<file path="src/rtl/data_dechunking_if.sv">
// data_dechunking_if
// Bundles the chunk input and word output signals of the dechunker.
//   slave  : the dechunker side (takes chunks, drives the word, status and error outputs)
//   master : the chunk source / observer side
// Signals:
//   in_val, data_in   : incoming chunk and its qualifier
//   out_val, data_out : completion pulse and last completed word
//   busy              : partial word in progress
//   frame_err         : pulse when a partial word is discarded
//   err_cnt           : saturating count of discarded partial words
interface data_dechunking_if #(
    parameter int INPUT_LEN  = 24,
    parameter int OUTPUT_LEN = 8,
    parameter int ERR_CNT_W  = 8
);
    logic                  in_val;
    logic [OUTPUT_LEN-1:0] data_in;
    logic                  out_val;
    logic [INPUT_LEN-1:0]  data_out;
    logic                  busy;
    logic                  frame_err;
    logic [ERR_CNT_W-1:0]  err_cnt;

    modport slave (
        input  in_val, data_in,
        output out_val, data_out, busy, frame_err, err_cnt
    );

    modport master (
        output in_val, data_in,
        input  out_val, data_out, busy, frame_err, err_cnt
    );
endinterface

</file>
<file path="src/rtl/data_dechunking.sv">
// data_dechunking
// Reassembles MSB-first OUTPUT_LEN-wide chunks into INPUT_LEN-wide words.
// A cycle without a valid chunk in the middle of a word discards the
// partial word, pulses frame_err and bumps a saturating error counter.
// Ports:
//   clk   : clock, rising edge
//   reset : asynchronous active-low reset
//   bus   : data_dechunking_if slave modport (chunk in, word/status out)
module data_dechunking #(
    parameter int INPUT_LEN  = 24,
    parameter int OUTPUT_LEN = 8,
    parameter int ERR_CNT_W  = 8
) (
    input  logic               clk,
    input  logic               reset,
    data_dechunking_if.slave   bus
);
    localparam int N     = INPUT_LEN / OUTPUT_LEN;
    localparam int CNT_W = (N > 2) ? $clog2(N) : 1;
    localparam int PW    = (N - 1) * OUTPUT_LEN;

    logic [CNT_W-1:0]      r_cnt;
    logic [PW-1:0]         r_part;
    logic [INPUT_LEN-1:0]  r_data_out;
    logic                  r_out_val;
    logic                  r_frame_err;
    logic                  r_busy;
    logic [ERR_CNT_W-1:0]  r_err_cnt;

    logic [INPUT_LEN-1:0]  w_word;
    logic                  w_last;

    // Partial register concatenated with the current chunk; its low PW bits
    // are the shifted partial, the full width is the completed word.
    assign w_word = {r_part, bus.data_in};
    assign w_last = (r_cnt == CNT_W'(N - 1));

    always_ff @(posedge clk or negedge reset) begin
        if (!reset) begin
            r_cnt       <= '0;
            r_part      <= '0;
            r_data_out  <= '0;
            r_out_val   <= 1'b0;
            r_frame_err <= 1'b0;
            r_busy      <= 1'b0;
            r_err_cnt   <= '0;
        end else begin
            r_out_val   <= 1'b0;
            r_frame_err <= 1'b0;
            if (bus.in_val) begin
                if (w_last) begin
                    r_data_out <= w_word;
                    r_out_val  <= 1'b1;
                    r_cnt      <= '0;
                    r_busy     <= 1'b0;
                end else begin
                    r_part <= w_word[PW-1:0];
                    r_cnt  <= r_cnt + CNT_W'(1);
                    r_busy <= 1'b1;
                end
            end else if (r_cnt != '0) begin
                r_cnt       <= '0;
                r_busy      <= 1'b0;
                r_frame_err <= 1'b1;
                if (r_err_cnt != '1) begin
                    r_err_cnt <= r_err_cnt + ERR_CNT_W'(1);
                end
            end
        end
    end

    assign bus.out_val   = r_out_val;
    assign bus.data_out  = r_data_out;
    assign bus.busy      = r_busy;
    assign bus.frame_err = r_frame_err;
    assign bus.err_cnt   = r_err_cnt;
endmodule
</file>
<file path="src/flat_wrapper.sv">
// flat-port wrapper written by rule: the top's interface ports become plain ports
module data_dechunking_flat 
#(
    parameter int INPUT_LEN  = 24,
    parameter int OUTPUT_LEN = 8,
    parameter int ERR_CNT_W  = 8
)
  (clk, reset, bus_in_val, bus_data_in, bus_out_val, bus_data_out, bus_busy, bus_frame_err, bus_err_cnt);
  data_dechunking_if #(.INPUT_LEN(INPUT_LEN), .OUTPUT_LEN(OUTPUT_LEN), .ERR_CNT_W(ERR_CNT_W)) bus_i ();
  input  logic clk;
  input  logic reset;
  input wire logic [$bits(bus_i.in_val)-1:0] bus_in_val;
  input wire logic [$bits(bus_i.data_in)-1:0] bus_data_in;
  output wire logic [$bits(bus_i.out_val)-1:0] bus_out_val;
  output wire logic [$bits(bus_i.data_out)-1:0] bus_data_out;
  output wire logic [$bits(bus_i.busy)-1:0] bus_busy;
  output wire logic [$bits(bus_i.frame_err)-1:0] bus_frame_err;
  output wire logic [$bits(bus_i.err_cnt)-1:0] bus_err_cnt;
  assign bus_i.in_val = bus_in_val;
  assign bus_i.data_in = bus_data_in;
  assign bus_out_val = bus_i.out_val;
  assign bus_data_out = bus_i.data_out;
  assign bus_busy = bus_i.busy;
  assign bus_frame_err = bus_i.frame_err;
  assign bus_err_cnt = bus_i.err_cnt;
  data_dechunking #(.INPUT_LEN(INPUT_LEN), .OUTPUT_LEN(OUTPUT_LEN), .ERR_CNT_W(ERR_CNT_W)) u_core (.clk(clk), .reset(reset), .bus(bus_i));
endmodule
</file>
<file path="config.mk">
export PLATFORM = sky130hd
export DESIGN_NAME = data_dechunking_flat
export DESIGN_NICKNAME = d
export VERILOG_FILES = /design/src/rtl/data_dechunking_if.sv /design/src/rtl/data_dechunking.sv /design/src/flat_wrapper.sv
export SDC_FILE = /design/constraint.sdc
export NUM_CORES = 1
export LEC_CHECK = 0
export BUFFER_PORTS_ARGS = -buffer_cell sky130_fd_sc_hd__buf_4
export CAP_MARGIN = 20
export CORE_MARGIN = 5
export CORE_UTILIZATION = 30
export CTS_BUF_LIST = sky130_fd_sc_hd__clkbuf_4
export DETAILED_ROUTE_END_ITERATION = 12
export GPL_TIMING_DRIVEN = 0
export PLACE_DENSITY = 0.51
export SLEW_MARGIN = 40
export SYNTH_ARGS = -nofsm -noshare
export SYNTH_HDL_FRONTEND = slang
export SYNTH_SLANG_ARGS = --single-unit
</file>
<file path="constraint.sdc">
create_clock -name clk -period 1.7 [get_ports clk]
set_input_delay 0.34 -clock clk [delete_from_list [all_inputs] [get_ports clk]]
set_output_delay 0.34 -clock clk [all_outputs]
set_load 0.005 [all_outputs]
</file>
; ---- After elaboration in Yosys (flattened, before gate mapping)
; Index checks and enable logic that the tools add are counted.
[totals]
reg_bits = 53
ram_bits = 0
mem_bits_ro = 0
memories = 0
elab_cells = 28
out_inout_bits = 35
in_bits = 11
latchBits = 0
[op_classes]
reduce_logical = 5
n_mul = 0
div_mod_pow = 0
addsub = 2
magnitude_cmp = 0
eq_ne = 2
shift = 0
bitwise = 2
mux = 10
[op_table]
columns = operator, count
row1 = $add A8 B1 Y8 const B, 1
row2 = $ne A8 B8 Y1 const B, 1
row3 = $mux W1, 7
row4 = $mux W2, 3
row5 = $reduce_and A2 Y1, 2
row6 = $reduce_bool A2 Y1, 2
row7 = $reduce_and A3 Y1, 1
row8 = $add A2 B1 Y2 const B, 1
row9 = $eq A2 B2 Y1 const B, 1
row10 = $not A1 Y1, 2

; ---- Longest topological paths before layout
[logic_depth]
depth_word = 3
ltp_mapped = 5
ltp_nobuf = 4

; ---- Worst setup path after synthesis
; Ideal clock, no wire load.
[synth_path]
path_kind = register -> register
from = reg u_core.r_err_cnt[0] (netlist: u_core.bus.err_cnt[0])
to = reg u_core.r_err_cnt[1] (netlist: u_core.bus.err_cnt[1])
stages_incl_launch_ff = 5
path_buffers = 0
period_less_slack_ns = 1.417
required_ns = 1.575
path_slack_ns = 0.283
setup_time_ns = 0.125
arrival_time_ns = 1.292
path_cell_list = dfrtp_1 ha_1 and3_1 a21o_1 mux2_2
[synth_via]
elab_chain_cells = 2
elab_cells_between_ends = 3
classes_between = 1 x add/sub / 1 x eq/ne / 1 x reduce/logical
[synth_lines]
columns = item, line_no
row1 = start: declaration, data_dechunking.sv:28  ; logic [ERR_CNT_W-1:0] r_err_cnt;
row2 = start signal: assignment, data_dechunking.sv:66  ; r_err_cnt <= r_err_cnt + ERR_CNT_W'(1);
row3 = "parallel branches: the longest is 2 deep, another holds $add A8 B1 Y8", n/a
; Parallel ways; which one is timed is not known.
; A chain may end at the register's enable or synchronous reset.

; ---- Worst setup path after layout
; Ends and elaborated chain as after synthesis.

==> summary.md <==
| Metric | Value |
|---|---|
| Total of max-cap violations | 0 |
| Post-synthesis cell type count | 27 |
| IO Pins | 46 |
| Crit path max fanout | 4 |
| Syn Area/Cell | 15.9 um2 |
| Crit path capture type | register |
| Drt first pass iters | 4 |
| RSZ-0062 raised after global routing | false |
| Num CTS Buffers | 5 |
| P per Cell Area | 1320 nW/um2 |
| Post-cts resize count | 0 |
| Antenna Violating Nets Remaining | 0 |
| Final Hold Vio Count | 0 |
| #FFs+latches synth | 53 |
| Final WL | 4.15 mm |
| Int Pwr | 2.49 mW |
| Row cnt | 30 |
| All-layer global routing usage | 0.0999 |
| TritonCTS clock tree | built |
| Critical path data required time | 1.97 ns |
| Setup Skew | 0.0213 ns |
| Initial DRC count | 25 |
| Worst slew pin tran | 0.656 ns |
| Psw | 1.05 mW |
| Combinational share of power | 0.300 |
| Drt via density | 4.46 |
| Seq pwr share | 0.534 |
| Post-CTS setup buffer count | 0 |
| Layout area overhead | 24.7% |
| Maximum buffer depth of the clock tree | 2 |
| Period utilization | 0.906 |
| Number of global-route vias before repair | 1340 |
| Commonest non-fill, non-tap cell in the layout | dfrtp_1 |
| Most frequent cells in the layout | 53 x dfrtp_1, 45 x buf_4, 32 x mux2_2, 10 x mux2_4, 5 x clkbuf_4 |
| DRC violations left | 0 |
| Final setup fails | 0 |
| Antenna diode count | 0 |
| Post-synth EDFFs | 0 |
| Fin nets | 200 |
| Cts hold-fix bufs | 1 |
| Slew Viols, Final | 0 |
| Largest net degree at the start of global routing | 54 |
| Clock-pin slew on the worst setup and hold paths | 0.17 ns |
| Gpl congestion | 0.823 |
| IO Port Bufs | 45 |
| Clock network power share | 0.166 |
| Crit path time final | 1.54 ns |
| Setup slack after layout | 0.160 ns |
| Top_reg_cell synth | dfrtp_1 |
| Die Wd | 94.6 um |
| Syn_nets | 147 |
| Critical path class | reg -> reg |
| Placement Setup Slack | 0.131 ns |
| Initial Util | 0.313 |
| Chip Height | 94.6 um |
| Sequential-to-total area share from yosys stat | 0.618 |
| Layout cell share with drive strength beyond 1 | 0.556 |
| First-pass GRT wire length | 6.96 mm |
| Ys async rst share | 1.00 |
| WP data arrival | 1.81 ns |
| Synth Instances | 135 |
| H-tree depth | 2 |
| Routed len/inst | 14.6 um |
| Via count | 1271 |
| Status | finished clean |
| Fmax | 649 MHz |
| Static Leak | 1.26 nW |
| Clock sink count | 53 |
| Worst skew pair latency | 0.38 ns |
| Die ar. | 8950 um2 |
| DP HPWL | 3.01 mm |
| Setup TNS | 0 ns |
| Clock Tree Root | clkbuf_4 |
| Synth warn | 0 |
| Worst vdd ir | 0.000488 V |
| Worst min path class | in -> reg |
| GR Overflow Total | 0 |
| Initial antenna violation count | 0 |
| Core Region | 6870 um2 |
| Critical Path Source Type | register |
| Mapped cell area | 2150 um2 |
| Relative slew slack | 0.563 |
| Net Sw Frac | 0.296 |
-- metal layers --
layer,global-route usage,wire length (um)
met1,0.133,1820
met4,0.0288,34
met3,0.0406,346
met5,0,0
met2,0.150,1940
-- metrics by stage --
step                      instance area [um2]  cells   util  power (mW)  hold slack [ns]
final                                    2680    285  0.390        3.54            0.182
after global routing                     2680    285  0.390        3.78            0.160
after CTS                                2680    285  0.390        3.60            0.172
after detailed placement                 2610    276  0.379        3.01            0.422
after global placement                   2610    276  0.379        2.96            0.411
after floorplan                          2150    135      -        2.34           0.0444
-- cell type report --
| cell class | instances | area, um2 |
|---|---|---|
| plain buffers | 4 | 53.8 |
| clock buffers | 5 | 37.5 |
| clock inverters | 3 | 25.0 |
| fillers | 644 | 4190 |
| inverters | 4 | 15.0 |
| multi-input cells | 74 | 752 |
| flip-flops and latches | 53 | 1330 |
| well taps | 96 | 120 |
| repair buffers | 46 | 348 |
-- cell usage after synthesis, drive strengths merged, types with 2 or more instances --
cell    count  area share
a211oi      3       0.010
a21oi       3      0.0070
buf         4       0.025
dfrtp      53        0.62
inv         4      0.0070
mux2       42        0.24
nand2       4      0.0082
nand2b      2      0.0093
nand3       2      0.0047
nor2        3      0.0052
xor2        3       0.012
-- worst max-delay path: stages (launching register included) --
cell	delay, ns
dfrtp_1	0.44
ha_1	0.23
and3_1	0.25
a21o_1	0.19
mux2_2	0.34
-- path summary, 6_finish.rpt --
check	slack (ns)	start	cells after the start	to
min in group asynchronous	0.51	reset	2	u_core.bus.out_val
worst min register to register	0.52	u_core.r_part[11]	1	u_core.bus.data_out[19]
worst max-delay path	0.16	u_core.bus.err_cnt[0]	4	u_core.bus.err_cnt[1]
worst min-delay path	0.18	bus_data_in[1]	2	u_core.r_part[1]
worst max register to register	0.16	u_core.bus.err_cnt[0]	4	u_core.bus.err_cnt[1]
max in group asynchronous	0.74	reset	2	u_core.bus.data_out[0]
-- cells by family (layout without fill, tap and decap cells) --
family	Yosys count	count (layout)	share of synthesized area
AOI/OAI and AO/OA	8	8	0.0262
DFF	53	53	0.618
buffers and inverters	8	62	0.0320
xor gates and xnor gates	4	4	0.0163
adders and majority gates	1	1	0.00583
and+or+nand+nor	18	18	0.0594
muxes	43	43	0.242
-- power by group through the flow --
stage          Clock (mW)  Combinational (mW)  Sequential (mW)
2_1_floorplan           0               0.451             1.88
3_3_place_gp            0                1.06             1.89
3_5_place_dp            0                1.09             1.92
4_1_cts             0.613                1.10             1.89
5_1_grt             0.671                1.17             1.94
6_report            0.588                1.06             1.89
-- flip-flops by register name, summed over array words and instances, names as in the netlist --
register and count:
u_core.bus.data_out 24, u_core.r_part 16, u_core.bus.err_cnt 8, u_core.r_cnt 2, u_core.bus.busy 1, u_core.bus.frame_err 1
u_core.bus.out_val 1
Note: power is estimated with default switching activity, not from simulation.
